==> src/rtl/axis_result_packetizer_pkg.sv <==
// axis_result_packetizer_pkg: shared constants and FSM encoding for the result packetizer
package axis_result_packetizer_pkg;
  localparam logic [15:0] HDR_MAGIC_NOTIFY = 16'hC0DE;
  localparam logic [15:0] HDR_MAGIC_DATA = 16'hDA7A;
  localparam logic [15:0] PKT_TYPE_NOTIFY = 16'd1;
  localparam logic [15:0] PKT_TYPE_DATA = 16'd2;
  localparam int NUM_BANKS = 8;
  typedef logic [2:0] state_t;
  localparam state_t S_IDLE = 3'd0;
  localparam state_t S_HDR = 3'd1;
  localparam state_t S_DATA = 3'd2;
  localparam state_t S_DRAIN = 3'd3;
  localparam state_t S_DONE = 3'd4;
endpackage

==> src/rtl/axis_result_packetizer_fifo2.sv <==
// axis_skid_fifo2: two-entry FIFO whose head word is always presented straight from a register
module axis_skid_fifo2 #(
  parameter int DW = 16
) (
  input  logic          clk,
  input  logic          rst_n,
  input  logic          push,
  input  logic [DW-1:0] push_data,
  input  logic          pop,
  output logic [1:0]    count,
  output logic          valid,
  output logic [DW-1:0] data
);
  logic [DW-1:0] q1;
  assign valid = count != 2'd0;
  always_ff @(posedge clk or negedge rst_n) begin
    if (!rst_n) begin
      count <= 2'd0;
      data <= '0;
      q1 <= '0;
    end else begin
      if (pop) data <= (count == 2'd2) ? q1 : push_data;
      else if (push && count == 2'd0) data <= push_data;
      if (push && (pop ? count == 2'd2 : count == 2'd1)) q1 <= push_data;
      count <= count + {1'b0, push} - {1'b0, pop};
    end
  end
endmodule

==> src/rtl/axis_result_packetizer.sv <==
// axis_result_packetizer: serializes a six-word header plus an optional bank-major BRAM dump
// onto a master AXI-Stream port with full backpressure
module axis_result_packetizer
  import axis_result_packetizer_pkg::*;
#(
  parameter int DW = 16,
  parameter int ADDR_W = 16
) (
  input  logic              clk,
  input  logic              rst_n,
  input  logic              send_header,
  input  logic [15:0]       header_word_0,
  input  logic [15:0]       header_word_1,
  input  logic [15:0]       header_word_2,
  input  logic [15:0]       header_word_3,
  input  logic [15:0]       header_word_4,
  input  logic [15:0]       header_word_5,
  input  logic              trigger_read,
  input  logic [2:0]        rd_bram_start,
  input  logic [2:0]        rd_bram_end,
  input  logic [15:0]       rd_addr_count,
  output logic              bram_rd_en,
  output logic [2:0]        bram_rd_sel,
  output logic [ADDR_W-1:0] bram_rd_addr,
  input  logic [DW-1:0]     bram_rd_data,
  output logic [DW-1:0]     m_axis_tdata,
  output logic              m_axis_tvalid,
  input  logic              m_axis_tready,
  output logic              m_axis_tlast,
  output logic              read_done,
  output logic              busy,
  output logic              req_overrun
);
  state_t state;
  logic [15:0] hdr [6];
  logic [2:0] idx, bank, bank_end;
  logic [15:0] addr, addr_last;
  logic [19:0] words_left, total;
  logic [3:0] nbanks;
  logic data_en, rd_pending, in_hdr, in_stream, hs, pop, last_rd, fifo_valid;
  logic [1:0] fifo_cnt;
  logic [DW-1:0] fifo_data;
  axis_skid_fifo2 #(.DW(DW)) u_fifo (
    .clk(clk),
    .rst_n(rst_n),
    .push(rd_pending),
    .push_data(bram_rd_data),
    .pop(pop),
    .count(fifo_cnt),
    .valid(fifo_valid),
    .data(fifo_data)
  );
  assign in_hdr = state == S_HDR;
  assign in_stream = (state == S_DATA) || (state == S_DRAIN);
  assign m_axis_tvalid = in_hdr || (in_stream && fifo_valid);
  assign m_axis_tdata = in_hdr ? DW'(hdr[idx]) : in_stream ? fifo_data : '0;
  assign m_axis_tlast = in_hdr ? (idx == 3'd5 && !data_en) : (in_stream && fifo_valid && words_left == 20'd1);
  assign hs = m_axis_tvalid && m_axis_tready;
  assign pop = in_stream && hs;
  // buffered plus in-flight words, net of this cycle's pop, must leave room for one more read
  assign bram_rd_en = (state == S_DATA) && ((fifo_cnt + {1'b0, rd_pending}) < (2'd2 + {1'b0, pop}));
  assign bram_rd_sel = bram_rd_en ? bank : 3'd0;
  assign bram_rd_addr = bram_rd_en ? ADDR_W'(addr) : '0;
  assign last_rd = (bank == bank_end) && (addr == addr_last);
  assign read_done = state == S_DONE;
  assign busy = state != S_IDLE;
  assign nbanks = {1'b0, rd_bram_end} - {1'b0, rd_bram_start} + 4'd1;
  assign total = 20'(nbanks) * 20'(rd_addr_count);
  always_ff @(posedge clk or negedge rst_n) begin
    if (!rst_n) begin
      state <= S_IDLE;
      for (int i = 0; i < 6; i++) hdr[i] <= '0;
      idx <= '0;
      bank <= '0;
      bank_end <= '0;
      addr <= '0;
      addr_last <= '0;
      words_left <= '0;
      data_en <= 1'b0;
      rd_pending <= 1'b0;
      req_overrun <= 1'b0;
    end else begin
      rd_pending <= bram_rd_en;
      if (send_header && busy) req_overrun <= 1'b1;
      if (pop) words_left <= words_left - 20'd1;
      case (state)
        S_IDLE: if (send_header) begin
          hdr[0] <= header_word_0;
          hdr[1] <= header_word_1;
          hdr[2] <= header_word_2;
          hdr[3] <= header_word_3;
          hdr[4] <= header_word_4;
          hdr[5] <= header_word_5;
          idx <= '0;
          data_en <= trigger_read && rd_addr_count != 16'd0 && rd_bram_start <= rd_bram_end;
          bank <= rd_bram_start;
          bank_end <= rd_bram_end;
          addr <= '0;
          addr_last <= rd_addr_count - 16'd1;
          words_left <= total;
          state <= S_HDR;
        end
        S_HDR: if (hs) begin
          idx <= idx + 3'd1;
          if (idx == 3'd5) state <= data_en ? S_DATA : S_DONE;
        end
        // the final-read compare precedes any bank increment, so end = 7 never wraps
        S_DATA: if (bram_rd_en) begin
          if (last_rd) state <= S_DRAIN;
          else if (addr == addr_last) begin
            bank <= bank + 3'd1;
            addr <= '0;
          end else addr <= addr + 16'd1;
        end
        S_DRAIN: if (pop && words_left == 20'd1) state <= S_DONE;
        default: state <= S_IDLE;
      endcase
    end
  end
endmodule

==> config.mk <==
export PLATFORM = sky130hd
export DESIGN_NAME = axis_result_packetizer
export DESIGN_NICKNAME = d
export VERILOG_FILES = /design/src/rtl/axis_result_packetizer_pkg.sv /design/src/rtl/axis_result_packetizer_fifo2.sv /design/src/rtl/axis_result_packetizer.sv
export SDC_FILE = /design/constraint.sdc
export NUM_CORES = 1
export LEC_CHECK = 0
export CAP_MARGIN = 20
export CORE_MARGIN = 2
export CORE_UTILIZATION = 44
export CTS_BUF_LIST = sky130_fd_sc_hd__clkbuf_4 sky130_fd_sc_hd__clkbuf_8 sky130_fd_sc_hd__clkbuf_16
export CTS_CLUSTER_SIZE = 8
export DETAILED_ROUTE_END_ITERATION = 12
export MAX_ROUTING_LAYER = met4
export PLACE_DENSITY = 0.69
export RECOVER_POWER = 50
export SYNTH_ARGS = -nofsm -noshare
export SYNTH_HDL_FRONTEND = slang
export SYNTH_HIERARCHICAL = 1
export SYNTH_SLANG_ARGS = --single-unit
==> constraint.sdc <==
create_clock -name clk -period 4.31 [get_ports clk]
set_clock_uncertainty 0.2 [all_clocks]
set_input_delay 0.862 -clock clk [delete_from_list [all_inputs] [get_ports clk]]
set_output_delay 0.862 -clock clk [all_outputs]
set_load 0.02 [all_outputs]
* After elaboration in Yosys (flattened, before gate mapping)
Cells that the tools add are included.
Word-level totals: flip-flop bits (word level) 197, output and inout port bits 41
Cells by class: bitwise operators 1, reduce and logical (&&, ||, !) cells 29, multiplexer cells 36, $add $sub $neg 10, equality and inequality tests 18, order comparisons 3, multipliers 1
Operators with widths (number):
- 16-bit two-way mux | 12
- 20-bit two-way mux | 3
- 16-bit binary-select mux with 3-bit select | 1
- 3-bit two-way mux | 14
- 16-bit one-hot mux with 2 select lines | 1
- 20-bit by 1-bit == test with 1-bit output (second input constant) | 1
- 4-bit by 16-bit multiplier with 20-bit output | 1
- 20-bit by 1-bit subtractor with 20-bit output (second input constant) | 1
- 16-bit by 1-bit adder with 16-bit output (second input constant) | 1
- 16-bit == test | 1
- 16-bit nonzero test | 1
- 16-bit by 1-bit subtractor with 16-bit output (second input constant) | 1
- 1-bit logical AND | 13
- 3-bit one-hot mux with 2 select lines | 2
- 3-bit one-hot mux with 4 select lines | 1
- 2-bit by 1-bit inequality test with 1-bit output (second input constant) | 4
- 2-bit inequality test (second input constant) | 4
- 2-bit nonzero test | 4
- 3-bit by 1-bit adder with 3-bit output (second input constant) | 2
- 3-bit by 2-bit == test with 1-bit output (second input constant) | 2
- 3-bit == test (second input constant) | 2
- 6-bit AND reduction | 1
- 5-bit AND reduction | 1
- 4-bit by 1-bit adder with 4-bit output (second input constant) | 1
- other kinds (21) | 23

* Logic depth before layout (Yosys ltp)
Gate-level depths: netlist (run 1).
word-level depth 11, mapped depth 21

* Modules after synthesis
Netlist (run 1), hierarchy kept.
Modules (own cells, without submodules):
- axis_result_packetizer | area each 10487.6 µm², cells an instance 1198, sequential area each 4078.9 µm², instances 1
- axis_skid_fifo2 | area each 1570.3 µm², cells an instance 99, sequential area each 850.8 µm², instances 1

* Least setup slack after synthesis (run 1)
Ideal clock, no wire load.
path kind input port to flip-flop, start in rd_bram_end[1], end reg words_left[18], cell stages on the path 21, library setup time 0.092 ns, slack -1.125 ns, arrival 5.143 ns, data required time 4.018 ns, cells stage by stage inv_1 -> ha_1 -> inv_1 -> ha_1 -> ha_1 -> a21oi_1 -> xnor2_1 -> clkbuf_1 -> nor2b_1 -> fa_1 -> inv_1 -> fa_1 -> inv_1 -> ha_1 -> o21a_1 -> a21oi_1 -> or3_1 -> a21boi_2 -> o211ai_1 -> and3_1 -> o31ai_2
Between the ends: cells in the longest elaborated chain, start to end 5
Ends and longest elaborated chain:
- start, declared | line axis_result_packetizer.sv:20 | input logic [2:0] rd_bram_end,
- 3-bit by 3-bit subtractor with 4-bit output | line axis_result_packetizer.sv:67 | assign nbanks = {1'b0, rd_bram_end} - {1'b0, rd_bram_start} + 4'd1;
- 4-bit by 1-bit adder with 4-bit output | line axis_result_packetizer.sv:67
- 4-bit by 16-bit multiplier with 20-bit output | line axis_result_packetizer.sv:68 | assign total = 20'(nbanks) * 20'(rd_addr_count);
- 20-bit two-way mux | line axis_result_packetizer.sv:87 | S_IDLE: if (send_header) begin
- 20-bit two-way mux | line axis_result_packetizer.sv:86 | case (state)
- end signal, assigned | line axis_result_packetizer.sv:85 | if (pop) words_left <= words_left - 20'd1;
- end signal, assigned | line axis_result_packetizer.sv:100 | words_left <= total;
- end, declared | line axis_result_packetizer.sv:38 | logic [19:0] words_left, total;
No other way between the ends. A chain may end at the register's enable or synchronous reset.

* Worst setup path in the final report (run 1)
start in rd_bram_end[1], end reg words_left[16]
The elaborated chain is that of the path after synthesis.

==> impl_metrics.tcl, run 1 <==
set metrics [dict create \
    fin_ws_ns -0.516 \
    dieArea_um2 28700 \
    path_cells "buf_12, inv_12, ha_4, inv_4, ha_4, ha_4, a21oi_4, buf_12, xnor2_4, nand2b_4, fa_1, inv_2, fa_2, fa_2, a211o_1, a21oi_4, or3_4, a21boi_4, o21a_1, o21a_1, o31ai_1" \
    n_fill_cell 2296 \
    clk_latency_ns 0.44 \
    vias 9832 \
    start_util_pct 44.7 \
    htreeDepth 4 \
    coreArea_um2 27000 \
    hold_end "req_overrun$_DFFE_PN0P_" \
    wl_mm 31.8 \
    ant_nets 0 \
    cts_tree "yes" \
    fp.dieW_um 170 \
    maxSlewViolCount 100 \
    syn_nets 1505 \
    place_congestion 0.852 \
    min_from "req_overrun$_DFFE_PN0P_" \
    violations "capacitance limit, slew limit, setup timing" \
    yosysWarnings 6 \
    utilization_pct 59.5 \
    grt_pass1_vias 9986 \
    finalSetupViolCount 34 \
    power.leakage_nw 7.57 \
    dpl.hpwl_mm 23.3 \
    reg2reg_to "addr[9]$_DFFE_PN0P_" \
    grt.overflow.total 0 \
    row_count 60 \
    maxCapViolCount 1 \
    cp_slowest_stage_delay_ns 0.53 \
    critPathMaxFanout 5 \
    die_h_um 170 \
    tightest_slew_ns 2.58 \
    final_layout_size_suffix_gt1_share_pct 20.7 \
    nNetsFinal 1741 \
    synthArstFlopShare_pct 100 \
    dr.pass1.iters 4 \
    grt.total_usage_pct 23.2 \
    crit_type "input port to flop" \
    wire_per_inst_um 16.8 \
    status "complete, but fails checks" \
    grt_max_degree 100 \
    final_common_cell "nand2_1" \
    syn_area_um2 12100 \
    rsz0062_at_grt "yes" \
    hold_violations 0 \
    grt_first_pass_wirelength_mm 51.5 \
    drc 0 \
    p_per_area_nw_per_um2 630 \
    numPortBuffers 179 \
    cts.sinks 197 \
    ys.flop_type "dfrtp_1" \
    max_slew_margin_pct -71.7 \
    final.setup.tns_ns -9.87 \
    start_kind "input port" \
    critPathCaptureType "flop" \
    synth_seq_cells 197 \
    regToRegSetupSlack_ns 0.78 \
    post-route-period-util_pct 112 \
    whs_ns 0.260 \
    hold_path_class "flop to flop" \
    reg2reg_from "u_fifo/count[1]$_DFF_PN0_" \
    slowest_stage "fa_1" \
    antenna_found_initial 2 \
    syn_inst 1297 \
    post_synth.cell_area_avg_um2 9.30 \
    worstHoldPathCells 1 \
    ios 180 \
    ctsHoldBuffers 0 \
    ys_seq_area_share_pct 40.9 \
    clk_pin_slew_worst_paths_ns 0.08 \
    dr.first_iter.drc_count 610 \
    synthToLayoutAreaGrowth_pct 33.0 \
    cp.required_ns 4.46 \
    clockBufferDepth 2 \
    reg2reg_depth 9 \
    cts_buffers 17 \
    crit_top_cell "ha_4" \
    max_freq_ghz 0.207 \
    finalInstanceArea_um2 16000 \
    crit_arrival_ns 4.97 \
    synth-edff-count 0 \
    layout_common_cells "370 x nand2_1, 196 x dfrtp_1, 172 x clkdlybuf4s50_1" \
    avgViaCountPerCell 5.20 \
    root_buffer "clkbuf_16" \
    vdd_drop_max_mv 0.367 \
    dpl_cell_area_um2 15000 \
    ys_types 69 \
    dp_slack_ns -1.59 \
    fin_crit_ns 4.83 \
]
[cell usage after synthesis (all sizes together), types with 3 or more instances]
cell type / count / area, µm²
xnor2: 30 / 263
mux4: 16 / 360
a21o: 6 / 45.0
o2111ai: 7 / 98.9
a211oi: 7 / 52.6
dfrtp: 197 / 4930
o31ai: 6 / 55.1
o21a: 7 / 53.8
nor3b: 3 / 22.5
xor2: 45 / 394
o22ai: 18 / 113
ha: 41 / 513
fa: 28 / 561
nor2b: 19 / 121
nor2: 49 / 184
and2: 36 / 225
clkbuf: 38 / 144
nor3: 11 / 60.1
nand2b: 3 / 18.8
nor4: 10 / 90.1
or3: 7 / 48.8
nand3: 16 / 80.1
nand2: 373 / 1410
nand3b: 3 / 26.3
a21oi: 19 / 103
o21ai: 45 / 248
buf: 29 / 171
mux2i: 19 / 190
a31oi: 7 / 43.8
and3: 25 / 156
or4: 4 / 33.8
inv: 89 / 334
nand4: 5 / 37.5
a22o: 18 / 158
mux2: 48 / 578
[worst max-delay path by stage]
stage / slack (ns) / to / start
floorplan: -0.55 / words_left[18]$_DFF_PN0_ / rd_bram_end[1]
detailed placement: -1.59 / words_left[16]$_DFF_PN0_ / rd_bram_end[1]
global placement: -1.52 / words_left[18]$_DFF_PN0_ / rd_bram_end[1]
global route: -0.62 / words_left[16]$_DFF_PN0_ / rd_bram_end[1]
finish: -0.52 / words_left[16]$_DFF_PN0_ / rd_bram_end[1]
CTS: -0.54 / words_left[18]$_DFF_PN0_ / rd_bram_end[1]
[flip-flops by register name (all words and copies together) (netlist names)]
| name | flops |
|---|---|
| bank | 3 |
| req_overrun | 1 |
| addr | 16 |
| rd_pending | 1 |
| words_left | 20 |
| u_fifo/q1 | 16 |
| data_en | 1 |
| u_fifo/count | 2 |
| idx | 3 |
| u_fifo/data | 16 |
| state | 3 |
| hdr | 96 |
| bank_end | 3 |
| addr_last | 16 |
[where the power goes]
part,internal (W),switching (W),total [W],leakage (nW)
Sequential,0.00266,0.000595,0.00326,2.46
Combinational,0.00246,0.00264,0.00511,4.79
Clock,0.000874,0.000864,0.00174,0.316
[timing repair]
item,CTS,global route
endpoints found under the setup margin,17,15
pin swaps,45,47
buffers inserted,12,7
gates cloned,1,0
gates resized for setup,50,52
[critical path: cells and delay by family]
family	cells	cell delay (ns)
compound gates	7	1.34
fa+ha+maj	6	1.99
simple gates	2	0.33
buf+inv	5	0.35
xor+xnor	1	0.11
[cell type report]
type | instances | area [µm²] | share of cell area [%]
Multi-Input combinational cell | 945 | 7040 | 43.9
Sequential cell | 197 | 4930 | 30.7
Timing Repair Buffer | 283 | 2640 | 16.4
Tap cell | 341 | 427 | 2.66
Clock buffer | 17 | 425 | 2.65
Inverter | 89 | 352 | 2.19
Clock inverter | 15 | 230 | 1.44
Antenna cell | 2 | 5.00 | 0.0312
[routing by layer]
metal,track usage [%],part of all wire [%],vias to the layer above
met5,-,0,-
met4,5.80,1.4,0
met3,2.75,3.3,29
met2,37.4,49,207
met1,31.5,46,4841
li1,-,-,4755
[through the flow]
step / cells / total power, W
final: 1889 / 0.0101
after global routing: 1889 / 0.0109
after CTS: 1885 / 0.0100
after detailed placement: 1840 / 0.00805
after global placement: 1840 / 0.00790
after floorplan: 1297 / 0.00638
[cell families after synthesis]
kind of cell / share of synthesized area [%]
DFF: 40.9
xor gates and xnor gates: 5.45
muxes: 9.36
AOI/OAI and AO/OA: 8.93
buffers and inverters: 5.39
adders and majority gates: 8.90
and+or+nand+nor: 21.1
Power figures use the tool's default switching activity.
==> run 2, diff against run 1 <==
--- a/config.mk
+++ b/config.mk
@@ -18,3 +18,4 @@
 export SYNTH_HDL_FRONTEND = slang
 export SYNTH_HIERARCHICAL = 1
 export SYNTH_SLANG_ARGS = --single-unit
+export TNS_END_PERCENT = 50
==> impl_metrics.tcl, run 2 (synthesis results as in run 1) <==
set metrics [dict create \
    dieArea_um2 28700 \
    grt.overflow.total 0 \
    reg_top3 "hdr (96), words_left (20)" \
    wire_per_inst_um 16.7 \
    clk_pin_slew_worst_paths_ns 0.08 \
    avgViaCountPerCell 5.22 \
    nNetsFinal 1728 \
    clk_latency_ns 0.44 \
    largest_reg_flops 96 \
    root_buffer "clkbuf_16" \
    regToRegSetupSlack_ns 0.84 \
    dr.pass1.iters 5 \
    top_register "hdr" \
    vias 9790 \
    finalSetupViolCount 34 \
    tightest_slew_ns 3.91 \
    grt.total_usage_pct 22.9 \
    max_slew_margin_pct -161 \
    final.setup.tns_ns -8.00 \
    rsz0062_at_grt "yes" \
    final_common_cell "nand2_1" \
    ios 180 \
    slowest_stage "fa_1" \
    numPortBuffers 179 \
    hold_path_class "flop to flop" \
    critPathMaxFanout 3 \
    fin_ws_ns -0.418 \
    max_freq_ghz 0.211 \
    dr.first_iter.drc_count 585 \
    cts_tree "yes" \
    wl_mm 31.3 \
    critical_path.top_delay_family "adder cells" \
    ant_nets 0 \
    synthToLayoutAreaGrowth_pct 31.9 \
    path_cells "buf_8, inv_12, ha_4, inv_2, ha_4, ha_4, a21oi_4, buf_12, xnor2_4, nand2b_4, fa_1, inv_2, fa_1, fa_2, a211o_1, a21oi_4, or3_4, a21boi_4, o21a_1, o21a_1, o31ai_1" \
    post-route-period-util_pct 110 \
    coreArea_um2 27000 \
    crit_arrival_ns 4.88 \
    place_congestion 0.848 \
    htreeDepth 4 \
    cts.sinks 197 \
    die_h_um 170 \
    dpl.hpwl_mm 22.9 \
    violations "capacitance limit, slew limit, setup timing" \
    cp_slowest_stage_delay_ns 0.52 \
    maxCapViolCount 1 \
    p_per_area_nw_per_um2 625 \
    status "complete, but fails checks" \
    critPathCaptureType "flop" \
    grt_first_pass_wirelength_mm 50.7 \
    crit_top_cell "ha_4" \
    cp.required_ns 4.46 \
    vdd_drop_max_mv 0.300 \
    cts_buffers 17 \
    clockBufferDepth 2 \
    fp.dieW_um 170 \
    start_kind "input port" \
    drc 0 \
    final_layout_size_suffix_gt1_share_pct 19.1 \
    dp_slack_ns -1.54 \
    power.leakage_nw 7.49 \
    path_buf_inv 5 \
    ctsHoldBuffers 0 \
    maxSlewViolCount 67 \
    grt_pass1_vias 9886 \
    antenna_found_initial 2 \
    crit_type "input port to flop" \
    grt_max_degree 97 \
    row_count 60 \
    start_util_pct 44.7 \
    n_fill_cell 2301 \
    layout_common_cells "371 x nand2_1, 196 x dfrtp_1, 171 x clkdlybuf4s50_1" \
    hold_violations 0 \
    fin_crit_ns 4.73 \
]
run 2: changes by cell type in the layout (fill, tap and decap cells not counted), moves of 3 or more:
cell / delta
buf_4: -7
clkbuf_2: -6
inv_2: -3
o21ai_0: +3
buf_12: +3
buf_6: -7
inv_1: +4
run 2: timing repair:
action / CTS / global route
resized for setup: 58 / 23
gates cloned: 1 / 0
endpoints found under the setup margin: 17 / 14
buffers inserted: 8 / 6
hold endpoints to repair: 0 / 0
pin swaps: 42 / 30
run 2: report_power, final:
group          switching, W  internal, W
logic               0.00264      0.00243
clock network      0.000835     0.000803
registers          0.000569      0.00266
run 2: final cells by class:
class / instances / area, µm² / area share, %
Multi-Input combinational cell: 945 / 7000 / 44.0
Sequential cell: 197 / 4930 / 31.0
Timing Repair Buffer: 270 / 2570 / 16.2
Inverter: 89 / 349 / 2.20
Antenna cell: 2 / 5.00 / 0.0315
Tap cell: 341 / 427 / 2.68
Clock inverter: 15 / 195 / 1.23
Clock buffer: 17 / 425 / 2.68
run 2: worst paths after layout:
check                                     startpoint  cells past startpoint                         to
max                                   rd_bram_end[1]                     21   words_left[16]$_DFF_PN0_
min                          req_overrun$_DFFE_PN0P_                      1    req_overrun$_DFFE_PN0P_
max reg2reg                u_fifo/count[1]$_DFF_PN0_                      9        addr[9]$_DFFE_PN0P_
min reg2reg                  req_overrun$_DFFE_PN0P_                      1    req_overrun$_DFFE_PN0P_
max in group asynchronous                      rst_n                      1   words_left[17]$_DFF_PN0_
min in group asynchronous                      rst_n                      1  addr_last[12]$_DFFE_PN0P_
run 2: worst register-to-register path, cell delays in order (launching register included):
cell and delay, ns:
dfrtp_1 0.46, nor2_1 0.10, inv_1 0.17, nand4b_4 0.17
o21ai_0 0.93, nand2_2 0.24, o31ai_2 0.51, buf_4 0.30
nor2_1 0.06, a31o_1 0.22
run 2: layer usage:
metal  global-route usage (%)  wire length, µm
met1                     31.0            14100
met2                     37.1            15400
met3                     2.75             1290
met4                     5.50              525
met5                        -                0
run 2: stage by stage:
step / total power, W / area [µm²] / std cells / hold slack [ns] / util [%]
floorplan: 0.00637 / 12300 / 1297 / 0.240 / -
global placement: 0.00786 / 14900 / 1829 / 0.238 / 55.3
detailed placement: 0.00800 / 14900 / 1829 / 0.246 / 55.3
CTS: 0.00980 / 15800 / 1869 / 0.242 / 58.5
global route: 0.0107 / 15900 / 1876 / 0.297 / 59.0
finish: 0.00994 / 15900 / 1876 / 0.258 / 59.0
==> run 3, diff against run 2 <==
--- a/config.mk
+++ b/config.mk
@@ -12,7 +12,7 @@
 export CTS_CLUSTER_SIZE = 8
 export DETAILED_ROUTE_END_ITERATION = 12
 export MAX_ROUTING_LAYER = met4
-export PLACE_DENSITY = 0.69
+export PLACE_DENSITY = 0.73
 export RECOVER_POWER = 50
 export SYNTH_ARGS = -nofsm -noshare
 export SYNTH_HDL_FRONTEND = slang
==> constraint.sdc (replaced) <==
create_clock -name clk -period 6 [get_ports clk]
set_clock_uncertainty 0.2 [all_clocks]
set_input_delay 0.9 -clock clk [delete_from_list [all_inputs] [get_ports clk]]
set_output_delay 0.9 -clock clk [all_outputs]
set_load 0.02 [all_outputs]
==> impl_metrics.tcl, run 3 (synthesis results as in run 1) <==
set metrics [dict create \
    status "complete, but fails checks" \
    violations "capacitance limit, slew limit" \
    fp.dieW_um 170 \
    root_buffer "clkbuf_16" \
    final_layout_size_suffix_gt1_share_pct 9.87 \
    dpl_cell_area_um2 14100 \
    maxSlewViolCount 278 \
    cts.sinks 197 \
    hold_violations 0 \
    nNetsFinal 1654 \
    dr.first_iter.drc_count 735 \
    critPathCaptureType "flop" \
    finalInstanceArea_um2 14700 \
    reg_top3 "hdr (96), words_left (20)" \
    numPortBuffers 179 \
    reg2reg_from "u_fifo/count[1]$_DFF_PN0_" \
    grt_first_pass_wirelength_mm 48.7 \
    coreArea_um2 27000 \
    critPathMaxFanout 15 \
    cts.repair.resized 0 \
    max_slew_margin_pct -79.7 \
    wl_mm 30.0 \
    reg2reg_to "addr[9]$_DFFE_PN0P_" \
    tightest_slew_ns 2.70 \
    start_util_pct 44.7 \
    ant_nets 0 \
    ios 180 \
    reg2reg_depth 9 \
    dieArea_um2 28700 \
    htreeDepth 4 \
    multi_input_area_um2 6470 \
    n_fill_cell 2392 \
    clk_pin_slew_worst_paths_ns 0.09 \
    maxCapViolCount 3 \
    vdd_drop_max_mv 0.217 \
    utilization_pct 54.6 \
    p_per_area_nw_per_um2 451 \
    cts_buffers 17 \
    antenna_found_initial 2 \
    place_congestion 0.874 \
    cts_setup_buffers 0 \
    crit_type "input port to flop" \
    grt_pass1_vias 9597 \
    finalSetupViolCount 0 \
    cp.required_ns 6.13 \
    grt.overflow.total 0 \
    layout_common_cells "372 x nand2_1, 196 x dfrtp_1, 176 x clkdlybuf4s50_1" \
    row_count 60 \
    start_kind "input port" \
    rsz0062_at_grt "no" \
    ctsHoldBuffers 0 \
    clockBufferDepth 2 \
    path_cells "clkdlybuf4s50_1, inv_1, ha_1, xnor2_1, ha_1, a21oi_1, xnor2_1, buf_12, nor2b_1, fa_1, inv_1, fa_1, inv_1, ha_1, o21a_1, a21oi_1, or3_1, a21boi_2, o211ai_1, and3_1, o31ai_2" \
    hold_path_class "input port to asynchronous set/reset pin" \
    die_h_um 170 \
    dr.pass1.iters 5 \
    crit_arrival_ns 5.77 \
    cts_tree "yes" \
    final_common_cell "nand2_1" \
    regToRegSetupSlack_ns 1.91 \
    whs_ns 0.0499 \
    synthToLayoutAreaGrowth_pct 22.1 \
    critical_path.top_delay_family "adder cells" \
    slowest_stage "fa_1" \
    top_register "hdr" \
    grt.total_usage_pct 21.9 \
    power.leakage_nw 7.00 \
    path_buf_inv 5 \
    largest_reg_flops 96 \
    clk_latency_ns 0.44 \
    post-route-period-util_pct 93.9 \
    vias 9528 \
    wire_per_inst_um 16.6 \
    avgViaCountPerCell 5.29 \
    fin_crit_ns 5.64 \
    max_freq_ghz 0.177 \
    final-seq-area_um2 4930 \
    drc 0 \
    dpl.hpwl_mm 21.7 \
    grt_max_degree 195 \
    cp_slowest_stage_delay_ns 0.54 \
]
==> run 3: cell count changes in the layout (fill, tap and decap cells not counted), sizes merged, moves of 2 or more <==
cell / before / now
clkdlybuf4s50: 171 / 176
clkbuf: 18 / 20
buf: 96 / 17
inv: 97 / 95
==> run 3: cell type report <==
cell class	count	area share, %
multi-input combinational	944	44.0
timing repair buffer	197	13.1
clock inverter	14	1.25
inverter	89	2.27
sequential	197	33.5
clock buffer	18	2.94
tap	341	2.90
antenna	2	0.0340
==> run 3: worst register-to-register path, cell delays in order, from the launching register on <==
cell      delay (ns)
dfrtp_1         0.46
nor2_1          0.10
inv_1           0.16
nand4b_4        0.17
o21ai_0         1.46
nand2_2         0.29
o31ai_2         0.55
buf_4           0.30
nor2_1          0.07
a31o_1          0.22
==> run 3: how the worst max path moves through the flow <==
stage	from	endpoint	cells past startpoint
after global routing	rd_bram_start[1]	words_left[19]$_DFF_PN0_	21
after global placement	rd_bram_start[1]	words_left[18]$_DFF_PN0_	21
after floorplan	rd_bram_end[1]	words_left[18]$_DFF_PN0_	21
after detailed placement	rd_bram_end[1]	words_left[18]$_DFF_PN0_	22
after CTS	rd_bram_end[1]	words_left[18]$_DFF_PN0_	22
final	rd_bram_start[2]	words_left[18]$_DFF_PN0_	21
==> run 3: metal layers <==
layer  wire length (µm)  vias to the layer above  track usage [%]  part of all wire, %
li1                   -                     4578                -                    -
met1              13800                     4691             29.8                   46
met2              14400                      213             34.4                   48
met3               1160                       46             2.94                  3.9
met4                602                        0             6.76                  2.0
met5                  0                        -                -                    0
==> run 3: metrics by stage <==
step | instances | total power [W] | setup slack (ns) | TNS [ns]
2_1_floorplan | 1297 | 0.00446 | 0.527 | 0
3_3_place_gp | 1768 | 0.00536 | 0.0315 | 0
3_5_place_dp | 1768 | 0.00548 | -0.0666 | -0.114
4_1_cts | 1800 | 0.00669 | 0.377 | 0
5_1_grt | 1802 | 0.00715 | 0.0639 | 0
6_report | 1802 | 0.00664 | 0.364 | 0
==> run 3: power breakdown <==
group	leakage (nW)	internal (W)	switching (W)
Clock	0.298	0.000608	0.000584
Combinational	4.24	0.00141	0.00164
Sequential	2.46	0.00191	0.000479
Total	7.00	0.00393	0.00270
